===== config.mk =====
export PLATFORM = sky130hd
export DESIGN_NAME = multi_timer_flat
export DESIGN_NICKNAME = d
export VERILOG_FILES = /design/src/rtl/timer_pkg.sv /design/src/rtl/multi_timer_if.sv /design/src/rtl/timer_prescaler.sv /design/src/rtl/multi_timer.sv /design/src/flat_wrapper.sv
export SDC_FILE = /design/constraint.sdc
export NUM_CORES = 1
export LEC_CHECK = 0
export ABC_CLOCK_PERIOD_IN_PS = 5540
export BUFFER_PORTS_ARGS = -buffer_cell sky130_fd_sc_hd__buf_2
export CAP_MARGIN = 20
export CORE_MARGIN = 4
export CORE_UTILIZATION = 60
export DETAILED_ROUTE_END_ITERATION = 10
export PLACE_DENSITY = 0.88
export SYNTH_ARGS = -nofsm -noshare
export SYNTH_HDL_FRONTEND = slang
export SYNTH_SLANG_ARGS = --single-unit

===== constraint.sdc =====
create_clock -name clk -period 5.54 [get_ports clk]
set_input_delay 0.554 -clock clk [delete_from_list [all_inputs] [get_ports clk]]
set_output_delay 0.554 -clock clk [all_outputs]
set_load 0.05 [all_outputs]

===== src/rtl/timer_pkg.sv =====
// Shared definitions for the multi-channel counter/timer: register map,
// mode encodings, STATUS/CTRL bit positions and a byte-merge helper.
package timer_pkg;

  typedef enum logic [1:0] {
    MODE_STOP    = 2'b00,
    MODE_CTC     = 2'b01,
    MODE_PWM     = 2'b10,
    MODE_ONESHOT = 2'b11
  } mode_e;

  localparam logic [7:0] ADDR_CTRL     = 8'h00;
  localparam logic [7:0] ADDR_CMP_IE   = 8'h01;
  localparam logic [7:0] ADDR_PS_LO    = 8'h02;
  localparam logic [7:0] ADDR_PS_HI    = 8'h03;
  localparam logic [7:0] ADDR_STATUS   = 8'h04;
  localparam logic [7:0] ADDR_TOP_LO   = 8'h06;
  localparam logic [7:0] ADDR_TOP_HI   = 8'h07;
  localparam logic [7:0] ADDR_CNT_LO   = 8'h08;
  localparam logic [7:0] ADDR_CNT_HI   = 8'h09;
  localparam logic [7:0] ADDR_CAP_LO   = 8'h0A;
  localparam logic [7:0] ADDR_CAP_HI   = 8'h0B;
  localparam logic [7:0] ADDR_CMP_BASE = 8'h10;

  localparam int ST_TOP  = 0;
  localparam int ST_CAP  = 1;
  localparam int ST_CMP0 = 2;
  localparam int ST_OVR  = 7;

  localparam int CTRL_CAP_EN   = 2;
  localparam int CTRL_CAP_FALL = 3;
  localparam int CTRL_TOP_IE   = 4;
  localparam int CTRL_CAP_IE   = 5;

  // Registers narrower than 16 bits are widened, merged, then truncated,
  // which makes writes to non-existent upper bits vanish naturally.
  function automatic logic [15:0] merge_byte(input logic [15:0] cur,
                                             input logic [7:0]  data,
                                             input logic        wr_lo,
                                             input logic        wr_hi);
    logic [15:0] res;
    res = cur;
    if (wr_lo) res[7:0] = data;
    if (wr_hi) res[15:8] = data;
    return res;
  endfunction

endpackage


===== src/rtl/multi_timer_if.sv =====
// 8-bit I/O bus shared by the peripheral blocks: address, write data,
// one-cycle strobes and registered read data.
interface multi_timer_if;
  logic [7:0] address;
  logic [7:0] din;
  logic [7:0] dout;
  logic       w_en;
  logic       r_en;

  modport master (output address, output din, output w_en, output r_en, input dout);
  modport slave  (input address, input din, input w_en, input r_en, output dout);
endinterface


===== src/rtl/timer_prescaler.sv =====
// Free-running prescaler: emits a one-cycle tick when the count matches
// the programmed divisor, held at zero while the timer is stopped.
module timer_prescaler #(
  parameter int PS_WIDTH = 16
) (
  input  logic                clk,
  input  logic                rst_n,
  input  logic                enable,
  input  logic [PS_WIDTH-1:0] prescale,
  output logic                tick
);

  logic [PS_WIDTH-1:0] ps_cnt_reg;

  assign tick = enable && (ps_cnt_reg == prescale);

  always_ff @(posedge clk or negedge rst_n) begin
    if (!rst_n) begin
      ps_cnt_reg <= '0;
    end else if (!enable || tick) begin
      ps_cnt_reg <= '0;
    end else begin
      ps_cnt_reg <= ps_cnt_reg + PS_WIDTH'(1);
    end
  end

endmodule


===== src/rtl/multi_timer.sv =====
// Memory-mapped counter/timer with prescaler, NUM_CMP compare channels
// (CTC toggle, buffered PWM, one-shot) and synchronised input capture.
module multi_timer
  import timer_pkg::*;
#(
  parameter int CNT_WIDTH = 16,
  parameter int NUM_CMP   = 2,
  parameter int PS_WIDTH  = 16
) (
  input  logic               clk,
  input  logic               rst_n,
  multi_timer_if.slave       bus,
  input  logic               cap_in,
  output logic [NUM_CMP-1:0] cmp_out,
  output logic               irq_top,
  output logic               irq_cap,
  output logic [NUM_CMP-1:0] irq_cmp
);

  mode_e                 mode_reg, mode_next;
  logic [5:2]            ctrl_reg;
  logic [NUM_CMP-1:0]    cmp_ie_reg;
  logic [PS_WIDTH-1:0]   prescale_reg;
  logic [CNT_WIDTH-1:0]  top_reg, count_reg, count_next, capture_reg;
  logic [7:0]            cnt_snap_reg, cap_snap_reg, dout_reg, rd_data, status_byte;
  logic                  top_flag_reg, cap_flag_reg, ovr_flag_reg;
  logic                  cap_meta_reg, cap_sync_reg, cap_prev_reg, cap_edge, cap_event;
  logic                  tick, run, tick_eff, top_hit, wrap, oneshot_end;
  logic                  st_wr, cnt_wr_lo, cnt_wr_hi;
  logic [15:0]           count16, capture16, top16, ps16, top_wide, ps_wide, cnt_wide;

  logic [NUM_CMP-1:0][CNT_WIDTH-1:0] cmp_buf_q;
  logic [NUM_CMP-1:0]                cmp_out_q, cmp_flag_q;

  assign run         = (mode_reg != MODE_STOP);
  assign st_wr       = bus.w_en && (bus.address == ADDR_STATUS);
  assign cnt_wr_lo   = bus.w_en && (bus.address == ADDR_CNT_LO);
  assign cnt_wr_hi   = bus.w_en && (bus.address == ADDR_CNT_HI);
  // A software load of COUNT takes precedence over the tick of that cycle.
  assign tick_eff    = tick && !(cnt_wr_lo || cnt_wr_hi);
  assign top_hit     = tick_eff && (count_reg == top_reg);
  assign wrap        = top_hit && (mode_reg == MODE_PWM || mode_reg == MODE_ONESHOT);
  assign oneshot_end = top_hit && (mode_reg == MODE_ONESHOT);

  assign count16   = 16'(count_reg);
  assign capture16 = 16'(capture_reg);
  assign top16     = 16'(top_reg);
  assign ps16      = 16'(prescale_reg);
  assign top_wide  = merge_byte(top16, bus.din, bus.w_en && bus.address == ADDR_TOP_LO,
                                bus.w_en && bus.address == ADDR_TOP_HI);
  assign ps_wide   = merge_byte(ps16, bus.din, bus.w_en && bus.address == ADDR_PS_LO,
                                bus.w_en && bus.address == ADDR_PS_HI);
  assign cnt_wide  = merge_byte(count16, bus.din, cnt_wr_lo, cnt_wr_hi);

  timer_prescaler #(.PS_WIDTH(PS_WIDTH)) u_prescaler (
    .clk      (clk),
    .rst_n    (rst_n),
    .enable   (run),
    .prescale (prescale_reg),
    .tick     (tick)
  );

  // Mode state: software writes win over the one-shot self-clear.
  always_ff @(posedge clk or negedge rst_n) begin
    if (!rst_n) mode_reg <= MODE_STOP;
    else        mode_reg <= mode_next;
  end

  always_comb begin
    mode_next = mode_reg;
    if (bus.w_en && bus.address == ADDR_CTRL) mode_next = mode_e'(bus.din[1:0]);
    else if (oneshot_end)                     mode_next = MODE_STOP;
  end

  always_comb begin
    count_next = count_reg;
    if (!run)                        count_next = '0;
    else if (cnt_wr_lo || cnt_wr_hi) count_next = cnt_wide[CNT_WIDTH-1:0];
    else if (top_hit)                count_next = '0;
    else if (tick_eff)               count_next = count_reg + CNT_WIDTH'(1);
  end

  assign cap_edge  = ctrl_reg[CTRL_CAP_FALL] ? (cap_prev_reg & ~cap_sync_reg)
                                             : (cap_sync_reg & ~cap_prev_reg);
  assign cap_event = run && ctrl_reg[CTRL_CAP_EN] && cap_edge;

  always_ff @(posedge clk or negedge rst_n) begin
    if (!rst_n) begin
      ctrl_reg     <= '0;
      cmp_ie_reg   <= '0;
      prescale_reg <= '0;
      top_reg      <= '1;
      count_reg    <= '0;
      capture_reg  <= '0;
      cnt_snap_reg <= 8'h00;
      cap_snap_reg <= 8'h00;
      dout_reg     <= 8'h00;
      top_flag_reg <= 1'b0;
      cap_flag_reg <= 1'b0;
      ovr_flag_reg <= 1'b0;
      cap_meta_reg <= 1'b0;
      cap_sync_reg <= 1'b0;
      cap_prev_reg <= 1'b0;
    end else begin
      count_reg    <= count_next;
      top_reg      <= top_wide[CNT_WIDTH-1:0];
      prescale_reg <= ps_wide[PS_WIDTH-1:0];
      if (bus.w_en && bus.address == ADDR_CTRL)   ctrl_reg   <= bus.din[5:2];
      if (bus.w_en && bus.address == ADDR_CMP_IE) cmp_ie_reg <= bus.din[NUM_CMP-1:0];

      cap_meta_reg <= cap_in;
      cap_sync_reg <= cap_meta_reg;
      cap_prev_reg <= cap_sync_reg;
      if (cap_event) capture_reg <= count_reg;

      // Sticky flags: a set in the same cycle as a write-1 clear wins.
      top_flag_reg <= (top_flag_reg & ~(st_wr & bus.din[ST_TOP])) | top_hit;
      cap_flag_reg <= (cap_flag_reg & ~(st_wr & bus.din[ST_CAP])) | cap_event;
      ovr_flag_reg <= (ovr_flag_reg & ~(st_wr & bus.din[ST_OVR])) | (cap_event & cap_flag_reg);

      if (bus.r_en) begin
        dout_reg <= rd_data;
        if (bus.address == ADDR_CNT_LO) cnt_snap_reg <= count16[15:8];
        if (bus.address == ADDR_CAP_LO) cap_snap_reg <= capture16[15:8];
      end
    end
  end

  for (genvar gi = 0; gi < NUM_CMP; gi++) begin : g_cmp
    logic [CNT_WIDTH-1:0] buf_reg, act_reg, act_eff;
    logic [15:0]          buf_wide;
    logic                 out_reg, flag_reg, hit;

    assign buf_wide = merge_byte(16'(buf_reg), bus.din,
                                 bus.w_en && bus.address == ADDR_CMP_BASE + 8'(2 * gi),
                                 bus.w_en && bus.address == ADDR_CMP_BASE + 8'(2 * gi + 1));
    // On the wrap tick the freshly loaded compare value already governs count 0.
    assign act_eff  = wrap ? buf_reg : act_reg;
    assign hit      = tick_eff && (count_reg == act_reg);

    always_ff @(posedge clk or negedge rst_n) begin
      if (!rst_n) begin
        buf_reg  <= '0;
        act_reg  <= '0;
        out_reg  <= 1'b0;
        flag_reg <= 1'b0;
      end else begin
        buf_reg <= buf_wide[CNT_WIDTH-1:0];
        if (!run || mode_reg == MODE_CTC || wrap) act_reg <= buf_reg;
        if (!run) begin
          out_reg <= 1'b0;
        end else if (tick_eff) begin
          case (mode_reg)
            MODE_CTC:     if (hit) out_reg <= ~out_reg;
            MODE_PWM:     out_reg <= (count_next < act_eff);
            MODE_ONESHOT: out_reg <= !oneshot_end && (count_next < act_eff);
            default:      out_reg <= 1'b0;
          endcase
        end
        flag_reg <= (flag_reg & ~(st_wr & bus.din[ST_CMP0 + gi])) | hit;
      end
    end

    assign cmp_buf_q[gi]  = buf_reg;
    assign cmp_out_q[gi]  = out_reg;
    assign cmp_flag_q[gi] = flag_reg;
  end

  assign status_byte = {ovr_flag_reg, 1'b0, 4'(cmp_flag_q), cap_flag_reg, top_flag_reg};

  always_comb begin
    logic [15:0] cmp16;
    cmp16   = 16'h0000;
    rd_data = 8'h00;
    case (bus.address)
      ADDR_CTRL:   rd_data = {2'b00, ctrl_reg, mode_reg};
      ADDR_CMP_IE: rd_data = 8'(cmp_ie_reg);
      ADDR_PS_LO:  rd_data = ps16[7:0];
      ADDR_PS_HI:  rd_data = ps16[15:8];
      ADDR_STATUS: rd_data = status_byte;
      ADDR_TOP_LO: rd_data = top16[7:0];
      ADDR_TOP_HI: rd_data = top16[15:8];
      ADDR_CNT_LO: rd_data = count16[7:0];
      ADDR_CNT_HI: rd_data = cnt_snap_reg;
      ADDR_CAP_LO: rd_data = capture16[7:0];
      ADDR_CAP_HI: rd_data = cap_snap_reg;
      default:     rd_data = 8'h00;
    endcase
    for (int k = 0; k < NUM_CMP; k++) begin
      cmp16 = 16'(cmp_buf_q[k]);
      if (bus.address == ADDR_CMP_BASE + 8'(2 * k))     rd_data = cmp16[7:0];
      if (bus.address == ADDR_CMP_BASE + 8'(2 * k + 1)) rd_data = cmp16[15:8];
    end
  end

  assign bus.dout = dout_reg;
  assign cmp_out  = cmp_out_q;
  assign irq_top  = top_flag_reg & ctrl_reg[CTRL_TOP_IE];
  assign irq_cap  = cap_flag_reg & ctrl_reg[CTRL_CAP_IE];
  assign irq_cmp  = cmp_flag_q & cmp_ie_reg;

endmodule


===== src/flat_wrapper.sv =====
// flat-port wrapper written by rule: the top's interface ports become plain ports
module multi_timer_flat import timer_pkg::*;
#(
  parameter int CNT_WIDTH = 16,
  parameter int NUM_CMP   = 2,
  parameter int PS_WIDTH  = 16
)
  (clk, rst_n, cap_in, cmp_out, irq_top, irq_cap, irq_cmp, bus_address, bus_din, bus_w_en, bus_r_en, bus_dout);
  multi_timer_if bus_i ();
  input  logic clk;
  input  logic rst_n;
  input  logic cap_in;
  output logic [NUM_CMP-1:0] cmp_out;
  output logic irq_top;
  output logic irq_cap;
  output logic [NUM_CMP-1:0] irq_cmp;
  input wire logic [$bits(bus_i.address)-1:0] bus_address;
  input wire logic [$bits(bus_i.din)-1:0] bus_din;
  input wire logic [$bits(bus_i.w_en)-1:0] bus_w_en;
  input wire logic [$bits(bus_i.r_en)-1:0] bus_r_en;
  output wire logic [$bits(bus_i.dout)-1:0] bus_dout;
  assign bus_i.address = bus_address;
  assign bus_i.din = bus_din;
  assign bus_i.w_en = bus_w_en;
  assign bus_i.r_en = bus_r_en;
  assign bus_dout = bus_i.dout;
  multi_timer #(.CNT_WIDTH(CNT_WIDTH), .NUM_CMP(NUM_CMP), .PS_WIDTH(PS_WIDTH)) u_core (.clk(clk), .rst_n(rst_n), .bus(bus_i), .cap_in(cap_in), .cmp_out(cmp_out), .irq_top(irq_top), .irq_cap(irq_cap), .irq_cmp(irq_cmp));
endmodule

After elaboration in Yosys (flattened, before gate mapping)
Index checks and enable logic that the tools add are counted.
W data, S select, Z words.
- $lt $le $gt $ge: 2
- bitwise operators: 30
- add/sub/neg operators: 2
- equal/unequal tests: 24
- mux-type cells: 25
- reduce and logical (&&, ||, !) cells: 39
- operators by type and width (kind ; number):
    $mux W16 ; 7
    $pmux W8 S11 ; 1
    $eq A16 B16 Y1 ; 4
    $mux W8 ; 6
    $add A16 B1 Y16 const B ; 2
    $eq A8 B4 Y1 const B ; 4
    $eq A8 B5 Y1 const B ; 4
    $lt A16 B16 Y1 ; 2
    $eq A8 B3 Y1 const B ; 3
    $logic_and A1 B1 Y1 ; 24
    $eq A8 B2 Y1 const B ; 2
    $and A1 B1 Y1 ; 15
    $not A1 Y1 ; 9
    $eq A8 B1 Y1 const B ; 1
    $logic_not A8 Y1 ; 1
    $reduce_and A2 Y1 ; 4
    $mux W1 ; 7
    $ne A3 B3 Y1 const B ; 2
    $pmux W1 S3 ; 2
    $logic_or A1 B1 Y1 ; 5
    $or A1 B1 Y1 ; 5
    $eq A2 B2 Y1 const B ; 2
    $mux W2 ; 2
    $reduce_bool A2 Y1 ; 2
    4 further kinds ; 6
- output and inout bits: 14
- input bits: 21
- word-level logic and storage cells: 151
- register bits: 186

Longest topological paths before layout
- depth in word-level cells: 14
- depth in mapped cells: 18
- gate-level depth less buffers: 15

Cells and area by module
A second synthesis with hierarchy kept.
- cell total of the unflattened synthesis: 977
- area total of the unflattened synthesis: 10550.1 um^2
- modules (own cells, without submodules) (module ; instances ; cells each ; sequential area each (um^2) ; area each (um^2)):
    multi_timer ; 1 ; 876 ; 4274.1 ; 9555.4
    timer_prescaler ; 1 ; 101 ; 400.4 ; 994.7

Worst setup path before layout
OpenSTA, ideal clock, no wires.
- path kind: in2reg
- start: input bus_address[1]
- end: register u_core.g_cmp[1].out_reg
- buffers on the path: 2
- path slack: 1554 ps
- arrival time: 3900 ps
- library setup time: 87 ps
- data required time: 5453 ps
- stages: 16
- path through: clkbuf_1 -> nor2b_1 -> and2_1 -> buf_4 -> nor4_2 -> nand3_1 -> xor2_1 -> a211oi_1 -> ha_1 -> a21oi_1 -> o21ai_0 -> o21a_1 -> o21ai_0 -> a21oi_1 -> or4_1 -> o211ai_1
- cells in the longest elaborated chain, start to end: 14
- elaborated cells on any way between the ends: 27
- those cells by class: order compare: 1; eq/ne: 4; mux: 10; reduce/logical: 12
- RTL lines (element ; line ; text):
    start: declaration ; flat_wrapper.sv:17 ; input wire logic [$bits(bus_i.address)-1:0] bus_address;
    $eq A8 B4 Y1 (on tied branches) ; multi_timer.sv:37, multi_timer.sv:38 ;
    $logic_and A1 B1 Y1 (on tied branches) ; multi_timer.sv:37, multi_timer.sv:38 ;
    $logic_or A1 B1 Y1 ; multi_timer.sv:40, multi_timer.sv:78 ;
    $logic_not A1 Y1 ; multi_timer.sv:40 ; assign tick_eff = tick && !(cnt_wr_lo || cnt_wr_hi);
    $logic_and A1 B1 Y1 ; multi_timer.sv:40 ;
    $mux W16 or $logic_and A1 B1 Y1 (tied branches) ; multi_timer.sv:80, multi_timer.sv:41 ;
    $mux W16 ; multi_timer.sv:79 ; else if (top_hit) count_next = '0;
    $mux W16 (*) ; multi_timer.sv:78 ; else if (cnt_wr_lo || cnt_wr_hi) count_next = cnt_wide[CNT_WIDTH-1:0];
    $mux W16 (*) ; multi_timer.sv:77 ; if (!run) count_next = '0;
    net u_core.count_next[9] ; multi_timer.sv:24 ; logic [CNT_WIDTH-1:0] top_reg, count_reg, count_next, capture_reg;
    $lt A16 B16 Y1 (*) ; multi_timer.sv:155, multi_timer.sv:156 ;
    $logic_and A1 B1 Y1 ; multi_timer.sv:156 ; MODE_ONESHOT: out_reg <= !oneshot_end && (count_next < act_eff);
    $pmux W1 S3 (*) ; multi_timer.sv:153 ; case (mode_reg)
    $mux W1 (*) ; multi_timer.sv:152 ; end else if (tick_eff) begin
    $mux W1 (*) ; multi_timer.sv:150 ; if (!run) begin
    end signal: assignment ; multi_timer.sv:154 ; MODE_CTC: if (hit) out_reg <= ~out_reg;
    end signal: assignment ; multi_timer.sv:155 ; MODE_PWM: out_reg <= (count_next < act_eff);
    end signal: assignment ; multi_timer.sv:156 ;
    end: declaration ; multi_timer.sv:132 ; logic out_reg, flag_reg, hit;
Mark *: on every way through the listed nets, which the timed path passes. The rest lies on a longest branch. The select of a mux whose other input is x is not followed.
A chain may end at the register's enable or synchronous reset.

Worst setup path after layout
- start: register u_core.count_reg[2], in the netlist u_core.count16[2]
- end: register u_core.g_cmp[1].out_reg
- cells in the longest elaborated chain, start to end: 10
- elaborated cells on any way between the ends: 21
- those cells by class: add/sub: 1; order compare: 1; eq/ne: 3; mux: 9; reduce/logical: 7
- RTL lines (element ; line ; text):
    start: declaration ; multi_timer.sv:24 ;
    start signal: assignment ; multi_timer.sv:105 ; count_reg <= count_next;
    $add A16 B1 Y16 or $eq A16 B16 Y1 (tied branches) ; multi_timer.sv:80, multi_timer.sv:41 ;
    $mux W16 or $logic_and A1 B1 Y1 (tied branches) ; multi_timer.sv:80, multi_timer.sv:41 ;
    $mux W16 ; multi_timer.sv:79 ;
    $mux W16 ; multi_timer.sv:78 ;
    $mux W16 ; multi_timer.sv:77 ;
    $lt A16 B16 Y1 ; multi_timer.sv:155, multi_timer.sv:156 ;
    $logic_and A1 B1 Y1 ; multi_timer.sv:156 ;
    $pmux W1 S3 ; multi_timer.sv:153 ;
    $mux W1 ; multi_timer.sv:152 ;
    $mux W1 ; multi_timer.sv:150 ;
Parallel ways exist; a longest one is shown, timed or not. The select of a mux whose other input is x is not followed.

==> results by group <==
Timing
  – Final Max Tran Viols: 0
  – Minimum period implied by the final worst setup slack: between 4 and 5 ns
  – Final Skew: 0.01348 ns
  – Period utilization: between 80% and 90%
  – RSZ-0062 raised after global routing: no
  – # setup viols final: 0
  – Final worst setup slack: 0.9206 ns
  – Hold Violations, Final: 0
  – Worst-margin pin slew: 1.070 ns
  – Relative slew slack: 28.02%
  – Setup TNS: 0 ns
  – Max Clock Freq: 0.2165 GHz

Setup path
  – Crit path max fanout: 15
  – R2r setup slk: 0.92 ns
  – Reg-to-reg startpoint: u_core.count16[2]
  – Required time worst endpoint: 5.90 ns
  – Crit path arrival time: 4.98 ns
  – Reg2Reg Depth: 13
  – CP Capture Type: flip-flop
  – CP Launch Type: flip-flop
  – Reg-to-reg endpoint: u_core.g_cmp[1].out_reg
  – Setup Crit Path Kind: reg -> reg

Finish
  – Synth-to-layout area growth: 9.216%
  – Register area: 0.004674 mm²
  – Layout cells sized above 1: 23.10%
  – Final Instance Area: 0.01152 mm²
  – Final-stage net count: 1,027
  – N_diodes: 0
  – Fill cells: 1,320
  – Multi-input logic area: between 0.005 and 0.006 mm²

Die
  – I/O Pins: 35
  – FP Rows: 48
  – Die area: between 0.015 and 0.02 mm²
  – Core Area: 0.01724 mm²
  – Initial Utilization: 61.20%
  – Die height: 140.6 µm
  – Die W: 140.6 µm

CTS
  – CTS H-tree lvls: 4
  – Maximum clock path buffer count: 2
  – CTS tree: built
  – Clock sink count: 186
  – Clock-pin slew on the worst setup and hold paths: 0.07 ns
  – Post-CTS setup buffers: 0
  – Hold_buf cts: 0
  – Post_cts resized: 0
  – CTS Root Cell: clkbuf_16
  – Inserted Clock Buffers: 17
  – Clock latency at the later pin of the worst-skew pair: 0.45 ns

Synth
  – Synth Register Bits: between 150 and 200
  – Post-synth EDFFs: 0
  – Top-count cell post-synth: dfrtp_1
  – Ys flop type: dfrtp_1
  – Ranking of synthesized cells by area: dfrtp_1, mux2_2, xor2_1
  – Most frequent cells after synthesis: dfrtp_1, mux2_2, nand2_1
  – Mapped Area: 0.01055 mm²
  – Synthesized net count: 1,021
  – Largest area contributor in the netlist: dfrtp_1
  – Asr flop ratio synth: 100.0%
  – Ys Warns: 0
  – Synth top area share: 40.33%
  – Netlist cell types: 73
  – Cell count after synthesis: just under 1,000
  – Syn Area/Cell: 10.90 µm²
  – Seq/Total Area, Yosys: 44.31%

Global route
  – GR peak layer: met2
  – Largest net degree at the start of global routing: 88
  – First-pass GRT wire length: 49,320 µm
  – Initial antenna violation count: 0
  – Gr ovfl total: 0
  – Tot GR Track Use: between 30 and 40%
  – Vias in the first global route: between 8,000 and 9,000
  – Met2 Use GR: 48.94%
  – Met3 Track Usage GR: between 10% and 20%
  – Met1 usage: a little under half

Routing
  – Pre-Repair DR Iteration Count: 7
  – Routed WL per cell: approximately 26 µm
  – Post-route ant nets: 0
  – Via count: 8,196
  – Starting DRT DRC Count: 1,045
  – Via density: 6.762
  – DRC: 0
  – WL final: 31,810 µm

Power
  – Maximum vdd drop: 0.2411 mV
  – Lkg Pwr: 5.691 nW
  – Design Power: 3.135 mW
  – Pwr/cell area: 272.1 mW/mm²

Placement
  – # port buffers: 34
  – Gp weighted congestion: just over 1
  – DP Worst Slack: 0.9758 ns
  – DP Area: about 0.011 mm²
  – Hpwl dp: 22,540 µm

Run status
  – Outcome: finished, final reports clean

Worst hold path
  – Hold Crit Class: in -> async

Job
  – Max Cap Viol: 0
-- power by group --
group	internal (mW)	switching (mW)	total, mW
clock network	0.712	0.595	1.31
registers	1.41	0.0600	1.47
logic	0.124	0.234	0.359
-- layer usage --
metal  wire [µm]  share of wire [%]  vias to the layer above
met3        3593                 11                       97
met1       12880                 40                     4101
met5           0                  0                        -
met2       14140                 44                      475
met4        1200                3.8                        0
li1            -                  -                     3523
-- worst max path at each step --
stage / start / end / slack (ns) / depth (start not counted)
2_1_floorplan: bus_address[1] / u_core.g_cmp[1].out_reg / 1.55 / 16
3_3_place_gp: bus_address[5] / u_core.g_cmp[1].out_reg / 1.09 / 14
3_5_place_dp: bus_address[5] / u_core.g_cmp[1].out_reg / 0.98 / 17
4_1_cts: u_core.count16[2] / u_core.g_cmp[1].out_reg / 1.12 / 13
5_1_grt: u_core.count16[2] / u_core.g_cmp[1].out_reg / 0.78 / 13
6_report: u_core.count16[2] / u_core.g_cmp[1].out_reg / 0.92 / 13
-- worst max-delay path, stage by stage, from the launching register on --
cell and delay (ns):
dfrtp_1 0.75, xnor2_1 0.18, nand4_1 0.12, nor4_2 0.69, nand4bb_2 0.73, buf_4 0.47
mux2i_1 0.15, ha_1 0.32, a21oi_1 0.13, nor2b_1 0.05, o21ai_0 0.26, nand2_1 0.08
or4_1 0.41, o211ai_1 0.16
-- placed cells by master, fill, tap and decap left out, types with 9 or more instances in the layout --
cell type,n
dfrtp_1,170
mux2_2,107
nand2_1,65
xor2_1,62
nor2_1,50
mux2i_1,46
o21ai_0,42
buf_2,33
mux2_1,32
ha_1,32
nand3_1,27
a21oi_1,24
xnor2_1,23
buf_4,22
nor4_1,17
clkbuf_16,17
dfstp_2,16
nand4_1,15
a211oi_1,13
and3_1,11
o22ai_1,10
inv_1,10
nor3_1,9
-- per-stage QoR --
step | hold slack, ns | std cells | util [%]
3_3_place_gp | 0.3400 | 1180 | 63.20
3_5_place_dp | 0.3457 | 1180 | 63.20
4_1_cts | 0.1841 | 1212 | 66.84
5_1_grt | 0.2100 | 1212 | 66.84
6_report | 0.1415 | 1212 | 66.84
2_1_floorplan | 0.2584 | 968 | -
-- cell type report --
cell class / instances / area share [%]
tap: 225 / 2.444
clock buffer: 19 / 3.931
clock inverter: 13 / 1.510
sequential: 186 / 40.57
inverter: 11 / 0.3584
timing repair buffer: 56 / 2.987
multi-input combinational: 702 / 48.20
-- cell families (layout without fill, tap and decap cells) --
| group | count (synthesis) | in the layout | synth area share, % |
|---|---|---|---|
| simple gates | 246 | 246 | 12.42 |
| mux | 189 | 189 | 20.06 |
| flops | 186 | 186 | 44.31 |
| compound gates | 150 | 150 | 9.264 |
| xor+xnor | 85 | 85 | 7.057 |
| buf+inv | 80 | 99 | 3.096 |
| fa+ha+maj | 32 | 32 | 3.795 |
Power figures use the tool's default switching activity.
